==> src/rtl/rom_loader_pkg.sv <==
// Shared types and constants for the ROM program loader.
// Build option: ROM_LOADER_CHKSUM_EN adds the trailing checksum byte state.
package rom_loader_pkg;

  localparam int BYTES_PER_WORD = 4;
  localparam int LANE_W         = $clog2(BYTES_PER_WORD);
  localparam int DW             = 32;

  typedef enum logic [2:0] {
    IDLE,
    COLLECT,
    WRITE,
`ifdef ROM_LOADER_CHKSUM_EN
    CHK,
`endif
    DONE
  } state_t;

endpackage

==> src/rtl/rom_loader_if.sv <==
// Stream, ROM write port and status bundle for rom_loader.
// Build option: ROM_LOADER_CHKSUM_EN (only changes loader behaviour, not this bundle).
interface rom_loader_if #(
  parameter int AW = 12
);
  import rom_loader_pkg::*;

  logic          start_i;
  logic [31:0]   base_addr_i;
  logic [AW:0]   length_i;
  logic          byte_valid_i;
  logic [7:0]    byte_data_i;
  logic          byte_ready_o;
  logic          rom_w_en_o;
  logic [31:0]   rom_w_addr_o;
  logic [DW-1:0] rom_w_data_o;
  logic          cpu_hold_o;
  logic          busy_o;
  logic          done_o;
  logic          err_o;
  state_t        state;

  // A byte moves on every rising edge where byte_valid_i && byte_ready_o.
  // byte_ready_o never depends on byte_valid_i; the source keeps byte_data_i
  // stable while byte_valid_i is high and the byte has not been taken.
  modport master (
    output start_i, base_addr_i, length_i, byte_valid_i, byte_data_i,
    input  byte_ready_o, rom_w_en_o, rom_w_addr_o, rom_w_data_o,
    input  cpu_hold_o, busy_o, done_o, err_o, state
  );

  modport slave (
    input  start_i, base_addr_i, length_i, byte_valid_i, byte_data_i,
    output byte_ready_o, rom_w_en_o, rom_w_addr_o, rom_w_data_o,
    output cpu_hold_o, busy_o, done_o, err_o, state
  );

endinterface

==> src/rtl/rom_byte_packer.sv <==
// Packs accepted stream bytes little-endian into a 32-bit word.
// Build option: ROM_LOADER_CHKSUM_EN has no effect here.
module rom_byte_packer
  import rom_loader_pkg::*;
(
  input  logic          clk,
  input  logic          rst,
  input  logic          clr,
  input  logic          xfer,
  input  logic [7:0]    byte_data,
  output logic [DW-1:0] word_o,
  output logic          word_vld_o
);

  logic [LANE_W-1:0] byte_cnt;

  always_ff @(posedge clk) begin
    if (rst || clr) begin
      byte_cnt <= '0;
      word_o   <= '0;
    end else if (xfer) begin
      word_o[{byte_cnt, 3'b000} +: 8] <= byte_data;
      byte_cnt                        <= byte_cnt + 1'b1;
    end
  end

  // High on the transfer that fills the last lane; the counter wraps to 0 here.
  assign word_vld_o = xfer && (byte_cnt == LANE_W'(BYTES_PER_WORD - 1));

endmodule

==> src/rtl/rom_loader.sv <==
// Loader FSM: collects words, writes them to the instruction ROM, holds the CPU.
// Build option: ROM_LOADER_CHKSUM_EN enables the trailing XOR checksum byte.
module rom_loader
  import rom_loader_pkg::*;
#(
  parameter int AW = 12
) (
  input  logic         clk,
  input  logic         rst,
  rom_loader_if.slave  bus
);

  localparam logic [AW:0] MAX_LEN = {1'b1, {AW{1'b0}}};

  state_t        state_q, state_d;
  logic [31:0]   base_q;
  logic [AW:0]   len_q, len_in, word_cnt_q;
  logic          start_acc, wen, ready, pack_xfer, word_vld;
  logic [DW-1:0] word;
  state_t        last_state;

`ifdef ROM_LOADER_CHKSUM_EN
  assign last_state = CHK;
`else
  assign last_state = DONE;
`endif

  assign len_in    = (bus.length_i > MAX_LEN) ? MAX_LEN : bus.length_i;
  assign pack_xfer = (state_q == COLLECT) && bus.byte_valid_i;

  rom_byte_packer u_packer (
    .clk        (clk),
    .rst        (rst),
    .clr        (start_acc),
    .xfer       (pack_xfer),
    .byte_data  (bus.byte_data_i),
    .word_o     (word),
    .word_vld_o (word_vld)
  );

  always_ff @(posedge clk) begin
    if (rst) state_q <= IDLE;
    else     state_q <= state_d;
  end

  always_comb begin
    state_d   = state_q;
    start_acc = 1'b0;
    ready     = 1'b0;
    wen       = 1'b0;
    case (state_q)
      IDLE: begin
        if (bus.start_i) begin
          start_acc = 1'b1;
          state_d   = (bus.length_i == '0) ? DONE : COLLECT;
        end
      end
      COLLECT: begin
        ready = 1'b1;
        if (word_vld) state_d = WRITE;
      end
      WRITE: begin
        wen     = 1'b1;
        state_d = ((word_cnt_q + 1'b1) == len_q) ? last_state : COLLECT;
      end
`ifdef ROM_LOADER_CHKSUM_EN
      CHK: begin
        ready = 1'b1;
        if (bus.byte_valid_i) state_d = DONE;
      end
`endif
      DONE:    state_d = IDLE;
      default: state_d = IDLE;
    endcase
  end

  always_ff @(posedge clk) begin
    if (rst) begin
      base_q     <= '0;
      len_q      <= '0;
      word_cnt_q <= '0;
    end else if (start_acc) begin
      base_q     <= bus.base_addr_i & ~32'h3;
      len_q      <= len_in;
      word_cnt_q <= '0;
    end else if (wen) begin
      word_cnt_q <= word_cnt_q + 1'b1;
    end
  end

`ifdef ROM_LOADER_CHKSUM_EN
  logic [7:0] xor_q;
  logic       err_q;

  always_ff @(posedge clk) begin
    if (rst || start_acc) begin
      xor_q <= '0;
      err_q <= 1'b0;
    end else begin
      if (pack_xfer) xor_q <= xor_q ^ bus.byte_data_i;
      if ((state_q == CHK) && bus.byte_valid_i && (bus.byte_data_i != xor_q)) err_q <= 1'b1;
    end
  end

  assign bus.err_o = err_q;
`else
  assign bus.err_o = 1'b0;
`endif

  // Word addresses wrap modulo 2^32; the ROM itself only decodes [AW+1:2].
  assign bus.rom_w_en_o   = wen;
  assign bus.rom_w_addr_o = wen ? (base_q + 32'({word_cnt_q, 2'b00})) : 32'h0;
  assign bus.rom_w_data_o = wen ? word : '0;
  assign bus.byte_ready_o = ready;
  assign bus.busy_o       = (state_q != IDLE);
  assign bus.cpu_hold_o   = (state_q != IDLE);
  assign bus.done_o       = (state_q == DONE);
  assign bus.state        = state_q;

endmodule
==> src/flat_wrapper.sv <==
// flat-port wrapper written by rule: the top's interface ports become plain ports
module rom_loader_flat import rom_loader_pkg::*;
#(
  parameter int AW = 12
)
  (clk, rst, bus_start_i, bus_base_addr_i, bus_length_i, bus_byte_valid_i, bus_byte_data_i, bus_byte_ready_o, bus_rom_w_en_o, bus_rom_w_addr_o, bus_rom_w_data_o, bus_cpu_hold_o, bus_busy_o, bus_done_o, bus_err_o, bus_state);
  rom_loader_if #(.AW(AW)) bus_i ();
  input  logic clk;
  input  logic rst;
  input wire logic [$bits(bus_i.start_i)-1:0] bus_start_i;
  input wire logic [$bits(bus_i.base_addr_i)-1:0] bus_base_addr_i;
  input wire logic [$bits(bus_i.length_i)-1:0] bus_length_i;
  input wire logic [$bits(bus_i.byte_valid_i)-1:0] bus_byte_valid_i;
  input wire logic [$bits(bus_i.byte_data_i)-1:0] bus_byte_data_i;
  output wire logic [$bits(bus_i.byte_ready_o)-1:0] bus_byte_ready_o;
  output wire logic [$bits(bus_i.rom_w_en_o)-1:0] bus_rom_w_en_o;
  output wire logic [$bits(bus_i.rom_w_addr_o)-1:0] bus_rom_w_addr_o;
  output wire logic [$bits(bus_i.rom_w_data_o)-1:0] bus_rom_w_data_o;
  output wire logic [$bits(bus_i.cpu_hold_o)-1:0] bus_cpu_hold_o;
  output wire logic [$bits(bus_i.busy_o)-1:0] bus_busy_o;
  output wire logic [$bits(bus_i.done_o)-1:0] bus_done_o;
  output wire logic [$bits(bus_i.err_o)-1:0] bus_err_o;
  output wire logic [$bits(bus_i.state)-1:0] bus_state;
  assign bus_i.start_i = bus_start_i;
  assign bus_i.base_addr_i = bus_base_addr_i;
  assign bus_i.length_i = bus_length_i;
  assign bus_i.byte_valid_i = bus_byte_valid_i;
  assign bus_i.byte_data_i = bus_byte_data_i;
  assign bus_byte_ready_o = bus_i.byte_ready_o;
  assign bus_rom_w_en_o = bus_i.rom_w_en_o;
  assign bus_rom_w_addr_o = bus_i.rom_w_addr_o;
  assign bus_rom_w_data_o = bus_i.rom_w_data_o;
  assign bus_cpu_hold_o = bus_i.cpu_hold_o;
  assign bus_busy_o = bus_i.busy_o;
  assign bus_done_o = bus_i.done_o;
  assign bus_err_o = bus_i.err_o;
  assign bus_state = bus_i.state;
  rom_loader #(.AW(AW)) u_core (.clk(clk), .rst(rst), .bus(bus_i));
endmodule
==> config.mk <==
export PLATFORM = sky130hd
export DESIGN_NAME = rom_loader_flat
export DESIGN_NICKNAME = d
export VERILOG_FILES = /design/src/rtl/rom_loader_pkg.sv /design/src/rtl/rom_loader_if.sv /design/src/rtl/rom_byte_packer.sv /design/src/rtl/rom_loader.sv /design/src/flat_wrapper.sv
export SDC_FILE = /design/constraint.sdc
export NUM_CORES = 1
export LEC_CHECK = 0
export ABC_AREA = 1
export CORE_UTILIZATION = 30
export DETAILED_ROUTE_END_ITERATION = 8
export GPL_TIMING_DRIVEN = 1
export SLEW_MARGIN = 5
export SYNTH_ARGS = -nofsm -noshare
export SYNTH_HDL_FRONTEND = slang
export SYNTH_HIERARCHICAL = 1
export SYNTH_SLANG_ARGS = --single-unit
==> constraint.sdc <==
create_clock -name clk -period 2.8 [get_ports clk]
set_input_delay 0.56 -clock clk [delete_from_list [all_inputs] [get_ports clk]]
set_output_delay 0.56 -clock clk [all_outputs]
set_load 0.05 [all_outputs]
# Word-level counts from Yosys, hierarchy flattened
# Cells that the tools add are included.
# Widths: inputs -> output; s select.
[word_totals]
register_bits = 93
latchBits = 0
mem_bits_rw = 0
rom_bits = 0
input_bits = 57
elab_cells = 41
mem_count = 0
[classes]
n_addsub = 4
n_mul = 0
n_div = 0
magnitude_cmp = 1
eq_ne = 7
shifts = 2
muxes = 13
bitwise_logic = 0
n_reduce_logical = 8
[ops]
columns = ["cell", "count"]
rows = [
  ["$mux 32", 2],
  ["$add 32x15->32", 1],
  ["$bwmux 32", 1],
  ["$shift 8x7->32 const A", 1],
  ["$shiftx 8x7->32", 1],
  ["$add 13x1->13 const B", 1],
  ["$eq 13x13->1", 1],
  ["$gt 13x13->1 const B", 1],
  ["$logic_not 13->1", 1],
  ["$mux 13", 1],
  ["$pmux 3 s3", 1],
  ["$neg 5->7", 1],
  ["$eq 3x2->1 const B", 2],
  ["$mux 3", 2],
  ["$mux 1", 4],
  ["$mux 2", 2],
  ["$ne 2x2->1 const B", 2],
  ["$eq 3x1->1 const B", 1],
  ["$logic_not 3->1", 1],
  ["$reduce_bool 3->1", 1],
  ["$add 2x1->2 const B", 1],
  ["$eq 2x2->1 const B", 1],
  ["$logic_and 1x1->1", 2],
  ["$reduce_and 2->1", 1],
  ["2 further kinds", 2],
]

# Depth between registers and ports, before layout
# Gate-level depths: netlist (run 1).
[depth]
ltp_word = 5
ltp_mapped = 13
mapped_depth_nobuf = 13

# Modules after synthesis
# Netlist (run 1), hierarchy kept.
[by_module_without_submodules]
columns = ["mod", "instances", "cells_each", "area_each_um2", "seq_area_each_um2"]
rows = [
  ["rom_loader", 1, 701, 4279.1, 1161.1],
  ["rom_byte_packer", 1, 207, 1505.2, 680.7],
]

# Least setup slack after synthesis (run 1)
# Ideal clock, no wire load.
[synth_timing]
path_kind = "register to output"
start = "reg u_core.state_q[1], in the netlist u_core/bus.state[1]"
end = "out bus_rom_w_addr_o[27]"
t_arrival_ns = 2.558
t_required_ns = 2.240
path_slack_ns = -0.318
stages_incl_launch_ff = 6
n_path_buf = 1
path_cell_list = "dfxtp_1 -> nand2_1 -> clkinv_1 -> clkbuf_1 -> nand2_1 -> nor2_1"
[synth_between]
elab_chain_cells = 3
[synth_rtl]
columns = ["item", "line", "source"]
rows = [
  ["start, declared", "rom_loader.sv:15", "state_t state_q, state_d;"],
  ["start signal, assigned", "rom_loader.sv:43", "else state_q <= state_d;"],
  ["$eq 3x2->1", "rom_loader.sv:51", "case (state_q)"],
  ["$mux 1", "rom_loader.sv:51", ""],
  ["named net bus_rom_w_en_o", "flat_wrapper.sv:16", "output wire logic [$bits(bus_i.rom_w_en_o)-1:0] bus_rom_w_en_o;"],
  ["$mux 32", "rom_loader.sv:112", "assign bus.rom_w_addr_o = wen ? (base_q + 32'({word_cnt_q, 2'b00})) : 32'h0;"],
  ["end, declared", "flat_wrapper.sv:17", "output wire logic [$bits(bus_i.rom_w_addr_o)-1:0] bus_rom_w_addr_o;"],
]
# The timed path passes the listed nets, and every way through them passes these cells.

# Worst setup path after layout (run 1)
[layout_timing]
start = "reg u_core.word_cnt_q[0]"
end = "out bus_rom_w_addr_o[12]"
[layout_between]
elab_chain_cells = 2
[layout_rtl]
columns = ["item", "line", "source"]
rows = [
  ["start, declared", "rom_loader.sv:17", "logic [AW:0] len_q, len_in, word_cnt_q;"],
  ["start signal, assigned", "rom_loader.sv:87", "word_cnt_q <= word_cnt_q + 1'b1;"],
  ["$add 32x15->32", "rom_loader.sv:112", ""],
  ["$mux 32", "rom_loader.sv:112", ""],
]
# No other way between the ends.

==> results of run 1 <==
[critical path, delay by kind of cell (launching register included)]
family,cells,cell delay (ps)
AOI/OAI and AO/OA,4,690
adders and majority gates,2,510
DFF,1,360
buffers and inverters,3,270
and+or+nand+nor,2,220
[per-stage QoR]
stage                     utilization, %  cell area (um2)  setup TNS (ps)
final                              44.13             8309           -1214
after global routing               44.11             8307           -2786
after CTS                          42.86             8070           -1202
after detailed placement           39.82             7498               0
after global placement             39.82             7498               0
after floorplan                        -             5839          -326.5
[cell families after synthesis]
| family | after synthesis |
|---|---|
| flip-flops | 92 |
| other | 1 |
| buffers and inverters | 172 |
| adder cells (fa/ha/maj) | 20 |
| AND/OR/NAND/NOR | 458 |
| XOR/XNOR | 10 |
| AO/OA/AOI/OAI | 155 |
[cell usage after synthesis (2+ instances only)]
cell type / count / area [um2]
nand2_1: 200 / 750.7
inv_1: 129 / 484.2
nor2_1: 111 / 416.7
dfxtp_1: 92 / 1842
nand3_1: 87 / 435.4
a21oi_1: 75 / 375.4
o21ai_0: 48 / 240.2
ha_1: 19 / 237.7
clkbuf_1: 15 / 56.30
nand2_2: 11 / 68.82
nand4_1: 11 / 68.82
o21ai_1: 10 / 50.05
buf_2: 9 / 45.04
o22ai_1: 9 / 56.30
inv_2: 8 / 30.03
nor2_4: 8 / 90.09
nor3_1: 7 / 35.03
buf_4: 6 / 45.04
nor2_2: 5 / 31.28
xor2_1: 5 / 43.79
nor4_1: 4 / 25.02
a21oi_2: 3 / 26.28
nand3_2: 3 / 30.03
xnor2_1: 3 / 26.28
a21o_1: 2 / 15.01
buf_1: 2 / 7.510
clkinv_1: 2 / 7.510
nand2_4: 2 / 22.52
nand3b_1: 2 / 15.01
nor2_8: 2 / 40.04
nor3b_1: 2 / 15.01
o211ai_1: 2 / 15.01
[worst paths after layout]
| path | start | end | slack [ps] |
|---|---|---|---|
| max | u_core/word_cnt_q[0] | bus_rom_w_addr_o[12] | -160 |
| min | u_core/u_packer/word_o[27] | u_core/u_packer/word_o[27] | 460 |
| max reg2reg | u_core/word_cnt_q[0] | u_core/bus.state[1] | 660 |
| min reg2reg | u_core/u_packer/word_o[27] | u_core/u_packer/word_o[27] | 460 |
[timing repair]
action                                  4_1_cts  5_1_grt
pin swaps                                    11       15
setup buffers                                 7        5
resized for setup                            50       51
endpoints found under the setup margin       23       24
[sequential cells by signal, indices dropped and copies added, names as in the netlist]
name                      flops
u_core/len_q                 13
u_core/base_q                30
u_core/u_packer/byte_cnt      2
u_core/bus.state              2
u_core/word_cnt_q            13
u_core/u_packer/word_o       32
[cell type report]
class / count / area, um2
clock inverters: 5 / 60.06
flip-flops and latches: 92 / 1854
inverters: 139 / 521.8
clock buffers: 11 / 242.7
multi-input cells: 647 / 3685
fillers: 1921 / 10520
repair buffers: 157 / 1618
well taps: 260 / 325.3
diodes: 1 / 2.502
[per-layer routing]
metal,vias to the layer above,global-route usage [%]
li1,3185,-
met1,2806,21.20
met2,146,31.53
met3,16,3.261
met4,0,6.064
met5,-,0
[power by group through the flow]
stage / clock network [uW] / registers, uW / logic, uW
2_1_floorplan: 0 / 1440 / 387
3_3_place_gp: 0 / 1440 / 614
3_5_place_dp: 0 / 1440 / 617
4_1_cts: 1300 / 1420 / 639
5_1_grt: 1350 / 1430 / 721
6_report: 1270 / 1420 / 658
==> flow_metrics.env, run 1 <==
export IMPL_path_cells="ha_4 > inv_2 > fa_2 > o21ai_4 > nand3_2 > nand2_4 > inv_1 > o21ai_2 > o21ai_0 > a21oi_2 > buf_12"
export IMPL_whs_ps=463.5
export IMPL_start_kind="register"
export IMPL_vias_per_cell=4.690
export IMPL_holdPathStages=2
export IMPL_yosys_area_share_simple_pct=35.73
export IMPL_clockBufferDepth=2
export IMPL_failed_checks="setup timing"
export IMPL_fin_crit_sh_pct=105.6
export IMPL_core_um2=18830
export IMPL_clkTransAtPathRegs_ps=70
export IMPL_cap_violations=0
export IMPL_ys_types=46
export IMPL_power_frac_comb_pct=19.6
export IMPL_grtUsageTotal_pct=17.68
export IMPL_power_frac_seq_pct=42.5
export IMPL_synth_top_family_by_area="simple AND/OR/NAND/NOR gates"
export IMPL_synth_edf_count=0
export IMPL_leakage_uw=0.003357
export IMPL_synth_seq_cells=92
export IMPL_gp_congestion=0.8602
export IMPL_first_iter_violations=246
export IMPL_holdBufCountCts=0
export IMPL_status="finished, violations left"
export IMPL_routed_via_count=6153
export IMPL_muxShareOfSynthArea_pct=0
export IMPL_overflow=0
export IMPL_max_freq_ghz=0.3384
export IMPL_grt_setup_unrepaired="true"
export IMPL_cts_buffers=9
export IMPL_power_switching_uw=1011
export IMPL_dp_cells=1283
export IMPL_wl_per_cell_um=13.50
export IMPL_place_hpwl_um=13050
export IMPL_final_cell_mix="nand2_1 (189), inv_1 (127), nor2_1 (93), nand3_1 (83), dfxtp_1 (82)"
export IMPL_yosysWarnings=6
export IMPL_top_layer_used="met4"
export IMPL_endpoint_kind="output port"
export IMPL_synth_xor_area_share_pct=1.904
export IMPL_grt_pass1_wl_um=27790
export IMPL_cp_data_arrival_time_ps=2400
export IMPL_numPortBuffers=123
export IMPL_p_total_uw=3350
export IMPL_syn_avg_cell_area_um2=6.370
export IMPL_grt_pass1_vias=5682
export IMPL_drc=0
export IMPL_grt_start_max_net_pins=55
export IMPL_ys_async_sr_fraction_pct=0
export IMPL_clock_sinks=92
export IMPL_wl_met2_um=8877
export IMPL_synthAdderAreaFrac_pct=4.456
export IMPL_p_per_area_nw_per_um2=403.1
export IMPL_rows=50
export IMPL_worstRegToRegCells=11
export IMPL_finish_net_count=1123
export IMPL_setup_viol=12
export IMPL_min_period_ps=2955
export IMPL_cp_required_ps=2240
export IMPL_cp_slowest_cell="fa_2"
export IMPL_synth_compound_area_share_pct=14.23
export IMPL_drtPass1Iterations=5
export IMPL_yosysSeqAreaShare_pct=31.84
export IMPL_peakVddDrop_mv=0.2646
export IMPL_synth_ff_type="dfxtp_1"
export IMPL_fp_dieH_um=140.9
export IMPL_netlist_instances=908
export IMPL_dieArea_um2=19840
export IMPL_route_met3_wl_um=835
export IMPL_cts_max_level=3
export IMPL_layout_cells_non_filler=1312
export IMPL_drive_gt1_share_pct=23.60
export IMPL_start_util_pct=30.72
export IMPL_synth_area_um2=5784
export IMPL_tightest_slew_ps=704.3
export IMPL_cts_root_buf="clkbuf_16"
export IMPL_max_stage_delay_ps=370
export IMPL_clk_latency_ps=350
export IMPL_pwr_share_clk_pct=37.9
export IMPL_antenna_found_initial=2
export IMPL_hold_viol=0
export IMPL_slew_headroom_pct=52.87
export IMPL_syn_to_final_growth_pct=43.65
export IMPL_p_int_uw=2339
export IMPL_boundaryPins=130
export IMPL_antenna_left=0
export IMPL_clock_skew_ps=9.581
export IMPL_crit_fanout=4
export IMPL_finalWirelength_um=17720
export IMPL_die_w_um=140.9
export IMPL_wl_met1_um=7765
export IMPL_cts_tree="done"
export IMPL_path_class="register to output port"
export IMPL_place_worst_setup_slack_ps=7.395
export IMPL_final_max_slew_viol_count=0
export IMPL_layout_commonest_cell="nand2_1"
export IMPL_hold_class="register to register"
export IMPL_setup_ws_ps=-155.5
export IMPL_swShare_pct=30.18
Note: power is estimated with default switching activity, not from simulation.
==> run 2, diff against run 1 <==
==> constraint.sdc (replaced) <==
create_clock -name clk -period 2.94 [get_ports clk]
set_input_delay 0.588 -clock clk [delete_from_list [all_inputs] [get_ports clk]]
set_output_delay 0.588 -clock clk [all_outputs]
set_load 0.05 [all_outputs]
==> flow_metrics.env, run 2 (synthesis results as in run 1) <==
export IMPL_grtUsageTotal_pct=17.66
export IMPL_register_area_um2=1851
export IMPL_drive_gt1_share_pct=20.13
export IMPL_crit_fanout=4
export IMPL_worstRegToRegCells=10
export IMPL_layout_commonest_cell="nand2_1"
export IMPL_max_freq_ghz=0.3351
export IMPL_largest_reg_flops=32
export IMPL_holdPathStages=2
export IMPL_hold_class="register to register"
export IMPL_r2r_start="u_core/word_cnt_q[0]"
export IMPL_grt_start_max_net_pins=39
export IMPL_start_kind="register"
export IMPL_clkTransAtPathRegs_ps=70
export IMPL_routed_via_count=6125
export IMPL_clock_skew_ps=6.364
export IMPL_cp_top_family="simple AND/OR/NAND/NOR gates"
export IMPL_hold_viol=0
export IMPL_p_total_uw=3074
export IMPL_clk_latency_ps=350
export IMPL_drc=0
export IMPL_cap_violations=0
export IMPL_failed_checks="setup timing"
export IMPL_cts_buffers=9
export IMPL_status="finished, violations left"
export IMPL_drtPass1Iterations=5
export IMPL_clock_sinks=92
export IMPL_final_max_slew_viol_count=0
export IMPL_grt_pass1_vias=5606
export IMPL_regMostFlops="u_core/u_packer/word_o"
export IMPL_vias_per_cell=4.693
export IMPL_r2r_end="u_core/bus.state[1]"
export IMPL_cts_root_buf="clkbuf_16"
export IMPL_wl_per_cell_um=13.47
export IMPL_cts_max_level=3
export IMPL_r2r_slack_ps=940
export IMPL_fin_crit_sh_pct=101.5
export IMPL_boundaryPins=130
export IMPL_path_class="register to output port"
export IMPL_min_to="u_core/base_q[9]"
export IMPL_place_hpwl_um=12970
export IMPL_clockBufferDepth=2
export IMPL_endpoint_kind="output port"
export IMPL_tightest_slew_ps=676.6
export IMPL_gp_congestion=0.8513
export IMPL_cp_data_arrival_time_ps=2400
export IMPL_largestRegisters="u_core/u_packer/word_o: 32 flops, u_core/base_q: 30 flops"
export IMPL_critPathBufInv=2
export IMPL_fp_dieH_um=140.9
export IMPL_start_util_pct=30.72
export IMPL_grt_setup_unrepaired="true"
export IMPL_setup_ws_ps=-44.26
export IMPL_p_per_area_nw_per_um2=380.8
export IMPL_finish_net_count=1116
export IMPL_grt_pass1_wl_um=27730
export IMPL_final_cell_mix="nand2_1 (193), inv_1 (128), nor2_1 (97), nand3_1 (85), dfxtp_1 (85)"
export IMPL_syn_to_final_growth_pct=39.56
export IMPL_nFillCells=1956
export IMPL_multi_input_area_um2=3571
export IMPL_slew_headroom_pct=54.73
export IMPL_cp_slowest_cell="fa_2"
export IMPL_cts_tree="done"
export IMPL_core_um2=18830
export IMPL_first_iter_violations=298
export IMPL_hold_start="u_core/base_q[9]"
export IMPL_cp_required_ps=2350
export IMPL_die_w_um=140.9
export IMPL_numPortBuffers=123
export IMPL_setup_viol=5
export IMPL_dp_cells=1279
export IMPL_peakVddDrop_mv=0.2682
export IMPL_antenna_found_initial=2
export IMPL_dieArea_um2=19840
export IMPL_layout_cells_non_filler=1305
export IMPL_path_cells="ha_4 > inv_4 > fa_2 > o21ai_4 > nand3_2 > nand2_2 > nand2_2 > nand2_4 > nand2_4 > o21ai_1 > nand2_1 > nor2_2 > buf_12"
export IMPL_leakage_uw=0.003231
export IMPL_max_stage_delay_ps=360
export IMPL_min_period_ps=2984
export IMPL_rows=50
export IMPL_antenna_left=0
export IMPL_overflow=0
export IMPL_finalWirelength_um=17570
==> run 2: how the worst max path moves through the flow <==
stage                     cells after the start                 start  slack (ps)                   end
after CTS                                    13      u_core/base_q[2]        -100  bus_rom_w_addr_o[26]
after floorplan                               3   u_core/bus.state[1]         -50   bus_rom_w_addr_o[6]
after global placement                       11  u_core/word_cnt_q[0]          80  bus_rom_w_addr_o[28]
final                                        13  u_core/word_cnt_q[0]         -40  bus_rom_w_addr_o[26]
after global routing                         12      u_core/base_q[2]        -170  bus_rom_w_addr_o[22]
after detailed placement                     11      u_core/base_q[2]          70  bus_rom_w_addr_o[28]
==> run 2: layout make-up <==
type,count,area share [%]
multi-input combinational,647,44.23
sequential,92,22.92
timing repair buffer,150,18.91
inverter,139,6.494
tap,260,4.030
clock buffer,13,3.224
clock inverter,2,0.1240
antenna,2,0.06200
==> run 2: worst register-to-register path, cell delays in order, from the launching register on <==
cell and delay, ps:
dfxtp_2 350, buf_4 190, ha_1 340, nand2_2 160
nor2_8 170, nand3_1 150, xor3_1 250, nand2_1 70
nor2_1 90, nand2_1 70, a21oi_2 100
==> run 2: report_power, final <==
group          internal, uW  switching (uW)  total (uW)
combinational           231             378         609
sequential             1300            52.1        1360
clock                   613             496        1110
total                  2150             926        3070
==> run 2: metal layers <==
metal	GRT usage [%]	wire length (um)	vias up
met5	0	0	-
met4	5.320	235	0
met3	4.314	985	17
met2	30.27	8494	150
met1	21.78	7856	2803
li1	-	-	3155
==> run 2: per-stage QoR <==
| step | area (um2) | hold WS (ps) | util (%) | setup WS (ps) | TNS (ps) |
|---|---|---|---|---|---|
| finish | 8073 | 459.8 | 42.87 | -44.26 | -122.6 |
| global route | 8068 | 487.5 | 42.84 | -171.3 | -1362 |
| CTS | 7780 | 452.2 | 41.32 | -95.99 | -413.2 |
| detailed placement | 7417 | 442.6 | 39.39 | 65.68 | 0 |
| global placement | 7417 | 438.1 | 39.39 | 76.24 | 0 |
| floorplan | 5811 | 425.3 | - | -51.23 | -102.5 |
==> run 2: what timing repair did <==
item / CTS / global route
gates resized for setup: 22 / 52
pin swaps: 5 / 15
setup buffers: 3 / 6
hold buffers: 0 / 0
cloned: 0 / 0
setup endpoints to repair: 18 / 23
==> run 3, diff against run 2 <==
--- a/config.mk
+++ b/config.mk
@@ -7,6 +7,7 @@
 export LEC_CHECK = 0
 export ABC_AREA = 1
 export CORE_UTILIZATION = 30
+export CTS_CLUSTER_SIZE = 28
 export DETAILED_ROUTE_END_ITERATION = 8
 export GPL_TIMING_DRIVEN = 1
 export SLEW_MARGIN = 5
==> results of run 3 <==
The final DEF is identical to that of run 2; final timing and power are the same.
